$ cat src/rtl/pc_sequencer.sv
// Instruction-cycle sequencer for the basic computer: SC timing states,
// R/IEN/S flip-flops and per-cycle PC/AR/IR/TR/memory strobes.
module pc_sequencer #(
    parameter int SC_W = 4,
    parameter int AW   = 12
) (
    input  logic            CLK,
    input  logic            CLR,
    input  logic            START,
    input  logic [15:0]     IR,
    input  logic            AC_NEG,
    input  logic            AC_ZERO,
    input  logic            E_ZERO,
    input  logic            DR_ZERO,
    input  logic            FGI,
    input  logic            FGO,
    output logic            PC_INR,
    output logic            PC_LD,
    output logic            PC_CLR,
    output logic            AR_LD_PC,
    output logic            AR_LD_IR,
    output logic            AR_INR,
    output logic            AR_CLR,
    output logic            IR_LD,
    output logic            TR_LD_PC,
    output logic            MEM_WR_PC,
    output logic            MEM_WR_TR,
    output logic [SC_W-1:0] SC,
    output logic            R,
    output logic            IEN,
    output logic            S
);

    logic [SC_W-1:0] sc;
    logic            r, ien, s;
    logic            ind;
    logic [2:0]      opcode;
    logic [AW-1:0]   b;
    logic            sc_clr, hlt, ion, iof, int_done;
    logic            unused_ir;

    assign ind       = IR[15];
    assign opcode    = IR[14:12];
    assign b         = IR[AW-1:0];
    assign unused_ir = ^{b[11:10], b[5]};

    // Execute phases (SC>=3) decode regardless of R so an instruction
    // that raised the interrupt request still completes.
    always_comb begin
        PC_INR    = 1'b0;
        PC_LD     = 1'b0;
        PC_CLR    = 1'b0;
        AR_LD_PC  = 1'b0;
        AR_LD_IR  = 1'b0;
        AR_INR    = 1'b0;
        AR_CLR    = 1'b0;
        IR_LD     = 1'b0;
        TR_LD_PC  = 1'b0;
        MEM_WR_PC = 1'b0;
        MEM_WR_TR = 1'b0;
        sc_clr    = 1'b0;
        hlt       = 1'b0;
        ion       = 1'b0;
        iof       = 1'b0;
        int_done  = 1'b0;
        if (s && CLR) begin
            if (sc < SC_W'(3)) begin
                if (r) begin
                    if (sc == SC_W'(0)) begin
                        AR_CLR   = 1'b1;
                        TR_LD_PC = 1'b1;
                    end else if (sc == SC_W'(1)) begin
                        MEM_WR_TR = 1'b1;
                        PC_CLR    = 1'b1;
                    end else begin
                        PC_INR   = 1'b1;
                        sc_clr   = 1'b1;
                        int_done = 1'b1;
                    end
                end else begin
                    if (sc == SC_W'(0)) begin
                        AR_LD_PC = 1'b1;
                    end else if (sc == SC_W'(1)) begin
                        IR_LD  = 1'b1;
                        PC_INR = 1'b1;
                    end else begin
                        AR_LD_IR = 1'b1;
                    end
                end
            end else if (opcode != 3'd7) begin
                unique case (opcode)
                    3'd0, 3'd1, 3'd2: sc_clr = (sc == SC_W'(5));
                    3'd3: sc_clr = (sc == SC_W'(4));
                    3'd4: begin
                        PC_LD  = (sc == SC_W'(4));
                        sc_clr = (sc == SC_W'(4));
                    end
                    3'd5: begin
                        MEM_WR_PC = (sc == SC_W'(4));
                        AR_INR    = (sc == SC_W'(4));
                        PC_LD     = (sc == SC_W'(5));
                        sc_clr    = (sc == SC_W'(5));
                    end
                    3'd6: begin
                        PC_INR = (sc == SC_W'(6)) && DR_ZERO;
                        sc_clr = (sc == SC_W'(6));
                    end
                    default: ;
                endcase
            end else if (sc == SC_W'(3)) begin
                sc_clr = 1'b1;
                if (!ind) begin
                    PC_INR = (b[4] && !AC_NEG) || (b[3] && AC_NEG)
                          || (b[2] && AC_ZERO) || (b[1] && E_ZERO);
                    hlt    = b[0];
                end else begin
                    PC_INR = (b[9] && FGI) || (b[8] && FGO);
                    ion    = b[7];
                    iof    = b[6];
                end
            end
        end
    end

    always_ff @(posedge CLK or negedge CLR) begin
        if (!CLR) begin
            sc  <= '0;
            r   <= 1'b0;
            ien <= 1'b0;
            s   <= 1'b0;
        end else if (!s) begin
            sc <= '0;
            if (START) s <= 1'b1;
        end else begin
            if (int_done) begin
                ien <= 1'b0;
                r   <= 1'b0;
            end else begin
                // Pre-edge IEN: ION only arms the following instruction.
                if (!r && sc > SC_W'(2) && ien && (FGI || FGO)) r <= 1'b1;
                if (iof) ien <= 1'b0;
                else if (ion) ien <= 1'b1;
            end
            if (hlt) s <= 1'b0;
            sc <= sc_clr ? '0 : sc + SC_W'(1);
        end
    end

    assign SC  = sc;
    assign R   = r;
    assign IEN = ien;
    assign S   = s;

endmodule

$ cat config.mk
export PLATFORM = sky130hd
export DESIGN_NAME = pc_sequencer
export DESIGN_NICKNAME = d
export VERILOG_FILES = /design/src/rtl/pc_sequencer.sv
export SDC_FILE = /design/constraint.sdc
export NUM_CORES = 1
export LEC_CHECK = 0
export ABC_AREA = 1
export BUFFER_PORTS_ARGS = -buffer_cell sky130_fd_sc_hd__buf_2
export CORE_UTILIZATION = 31
export DETAILED_ROUTE_END_ITERATION = 7
export PLACE_DENSITY = 0.63
export SLEW_MARGIN = 20
export SYNTH_ARGS = -nofsm -noshare
export SYNTH_HDL_FRONTEND = slang
export SYNTH_SLANG_ARGS = --single-unit
$ cat constraint.sdc
create_clock -name CLK -period 1.6 [get_ports CLK]
set_input_delay 0.24 -clock CLK [delete_from_list [all_inputs] [get_ports CLK]]
set_output_delay 0.24 -clock CLK [all_outputs]
set_load 0.1 [all_outputs]
==> run metrics <==
run status complete, but fails checks; failing checks setup timing; # fillers 153; Clk pwr share 6.0%; start point of the worst min-delay path START; minimum setup slack in the final design -0.432 ns; proportion of synthesized chip area in sequential cells 25.0%; CP max FO 4; total power density per cell area 1750 mW/mm2; largest incremental delay on the critical path 0.46 ns; number of standard cells after synthesis 108; Seq. cell area 195 um2; pin slew with the least headroom to its limit 0.491 ns; insertion delay of the later-clocked pin in the worst-skew pair 0.25 ns; total area of multi-input combinational cells 653 um2; Clock transition at path regs 0.05 ns; Final min period 2.03 ns; worst min path class in2reg; vias per inst 4.81; Relative slew margins 67.5%; Overflow after GRT 0; Critical Path End Type primary output; synthesized cell area 702 um2; final critical-path share of the clock period 127%; TritonRoute pass-1 iters 4; horizontal die dimension 49.6 um; number of synthesized register bits 7; synth-to-layout area growth 118%; CP cell instances buf_12 -> clkinv_8 -> ha_4 -> nand2_1 -> nand3_2 -> buf_4 -> nor2_4 -> buf_12; final wirelength 2480 um; Antenna Violating Nets Remaining 0; critical path class reg2out; max-slew violation count 0; GRT Resource Usage Total 21.0%; proportion of layout cells with a drive suffix above 1 65.3%; TritonCTS clock tree yes; number of cells in the finished layout apart from fillers 197; combinational power share 79.3%; global-route wire length before repair 3840 um; Max H-tree Level 1; unrepaired setup endpoints after global routing true; TNS Setup -4.31 ns; depth of the most critical reg-to-reg path 11; ant diodes 0; most used cell along the critical path sky130_fd_sc_hd__buf_12; standard cell with the maximum stage delay on the critical path sky130_fd_sc_hd__dfrtp_4; total setup violations reported at the end of the flow 12; I/O Pins 43; commonest cells after routing, fill and taps aside sky130_fd_sc_hd__buf_2, sky130_fd_sc_hd__buf_4, sky130_fd_sc_hd__nand2_1; number of sinks handled by clock tree synthesis 7; highest achievable clock rate 492 MHz; initial core utilization 34.4%; final setup skew 0.00251 ns; row count 16; overall power consumption 2680 uW; pre-CTS setup slack -0.265 ns; Avg Cell Area, Syn 6.50 um2; Routed WL per cell 12.6 um; launch instance of the worst register-to-register path SC[0]; half-perimeter wire length of the detailed placement result 1940 um; number of max-cap violations 0; die outline area 0.00246 mm2; antenna violations before repair 0; cts bufs inserted 3; number of nets in the layout 200; Root Driver sky130_fd_sc_hd__clkbuf_4; arrival time worst endpoint 1.79 ns; Inst Count DP 189; iteration-0 DRC count of the detailed router 9; Cell variety after synth 23; internal power of the cells 1110 uW; Reg power frac 14.7%; Yosys warning count 0; height of the die 49.6 um; Max rail drop VDD 0.00193 V; category of the worst setup path launch point flop; total via count after detailed routing 948; Leakage Power 0.000678 uW; Max Buffers Root-to-Sink 2; Critical path destination MEM_WR_TR; Final Hold Vio Count 0; number of remaining DRC errors 0; largest net degree at the start of global routing 8; post-synthesis net count 137; Data required, critical path 1.36 ns; most common cell after layout, fill and taps aside sky130_fd_sc_hd__buf_2; worst reg-to-reg setup slack -0.01 ns; number of global-route vias before repair 918; Net Switching 1570 uW; r2r endpoint SC[3]; critical path startpoint SC[0]; number of port buffers 39; GPL Wtd Cong 0.843; core area 0.00204 mm2; switching share of total power 58.6%
layer usage:
| layer | global-route usage, % | up-vias | share of wire [%] |
|---|---|---|---|
| met5 | 0 | - | 0 |
| met4 | 14.3 | 0 | 3.6 |
| met3 | 1.23 | 8 | 4.1 |
| met2 | 40.1 | 32 | 55 |
| met1 | 21.5 | 425 | 38 |
| li1 | - | 483 | - |
cell type report:
cell class              count  share of cell area [%]
clock buffers               4                    1.72
inverters                  16                    4.91
multi-input cells          82                    42.8
flip-flops and latches      7                    12.8
well taps                  27                    2.21
repair buffers             61                    35.6
state kept, by name, indices dropped and copies added, names as in the netlist:
| name | cells |
|---|---|
| R | 1 |
| IEN | 1 |
| SC | 4 |
| S | 1 |
Yosys cell counts:
library cell / instances / share of area [%]
sky130_fd_sc_hd__nand3_1: 18 / 13
sky130_fd_sc_hd__nand2_1: 17 / 9.1
sky130_fd_sc_hd__nor2_1: 17 / 9.1
sky130_fd_sc_hd__inv_1: 14 / 7.5
sky130_fd_sc_hd__dfrtp_1: 7 / 25
sky130_fd_sc_hd__o21ai_0: 5 / 3.6
sky130_fd_sc_hd__ha_1: 4 / 7.1
sky130_fd_sc_hd__buf_4: 3 / 3.2
sky130_fd_sc_hd__nand2_2: 3 / 2.7
sky130_fd_sc_hd__nor3_1: 3 / 2.1
sky130_fd_sc_hd__a21oi_1: 2 / 1.4
sky130_fd_sc_hd__a31oi_1: 2 / 1.8
sky130_fd_sc_hd__inv_2: 2 / 1.1
sky130_fd_sc_hd__or2_2: 2 / 1.8
sky130_fd_sc_hd__a21boi_0: 1 / 1.1
sky130_fd_sc_hd__a41oi_1: 1 / 1.2
sky130_fd_sc_hd__nor2_2: 1 / 0.89
sky130_fd_sc_hd__nor2_4: 1 / 1.6
sky130_fd_sc_hd__nor3_2: 1 / 1.4
sky130_fd_sc_hd__nor3_4: 1 / 2.3
sky130_fd_sc_hd__nor4_1: 1 / 0.89
sky130_fd_sc_hd__o211ai_1: 1 / 1.1
sky130_fd_sc_hd__o21ai_2: 1 / 1.2
how the worst min path moves through the flow:
stage                      to  slack, ns  cells past startpoint
after global routing        S       0.20                      3
after CTS                   S       0.19                      3
after global placement      S       0.17                      2
after detailed placement    S       0.18                      2
final                       S       0.20                      3
after floorplan           IEN      -0.06                      0
logic make-up after synthesis:
group,after synthesis,synth area share (%)
adders and majority gates,4,7.13
and+or+nand+nor,65,44.7
DFF,7,25.0
buffers and inverters,19,11.8
AOI/OAI and AO/OA,13,11.4
worst max-delay path, delay by kind of cell, from the launching register on:
family | cells | cell delay, ns
flip-flops | 1 | 0.46
buffers and inverters | 4 | 0.52
AND/OR/NAND/NOR | 3 | 0.38
adder cells (fa/ha/maj) | 1 | 0.17
stage by stage:
stage          hold WS (ns)  util, %  cell area [um2]
2_1_floorplan       -0.0556        -              870
3_3_place_gp          0.169     66.6             1360
5_1_grt               0.203     74.8             1530
3_5_place_dp          0.178     66.6             1360
6_report              0.197     74.8             1530
4_1_cts               0.191     72.5             1480
power groups by stage:
stage	sequential [uW]	clock, uW	combinational [uW]
floorplan	898	0	798
global placement	377	0	1880
detailed placement	382	0	1920
CTS	381	172	2040
global route	408	176	2240
finish	393	162	2120
timing repair:
action	4_1_cts	5_1_grt
resized for setup	13	13
hold buffers	1	0
endpoints found under the hold margin	7	0
endpoints found under the setup margin	15	17
buffers inserted	4	1
pin swaps	7	3
(Power assumes the default switching activity.)
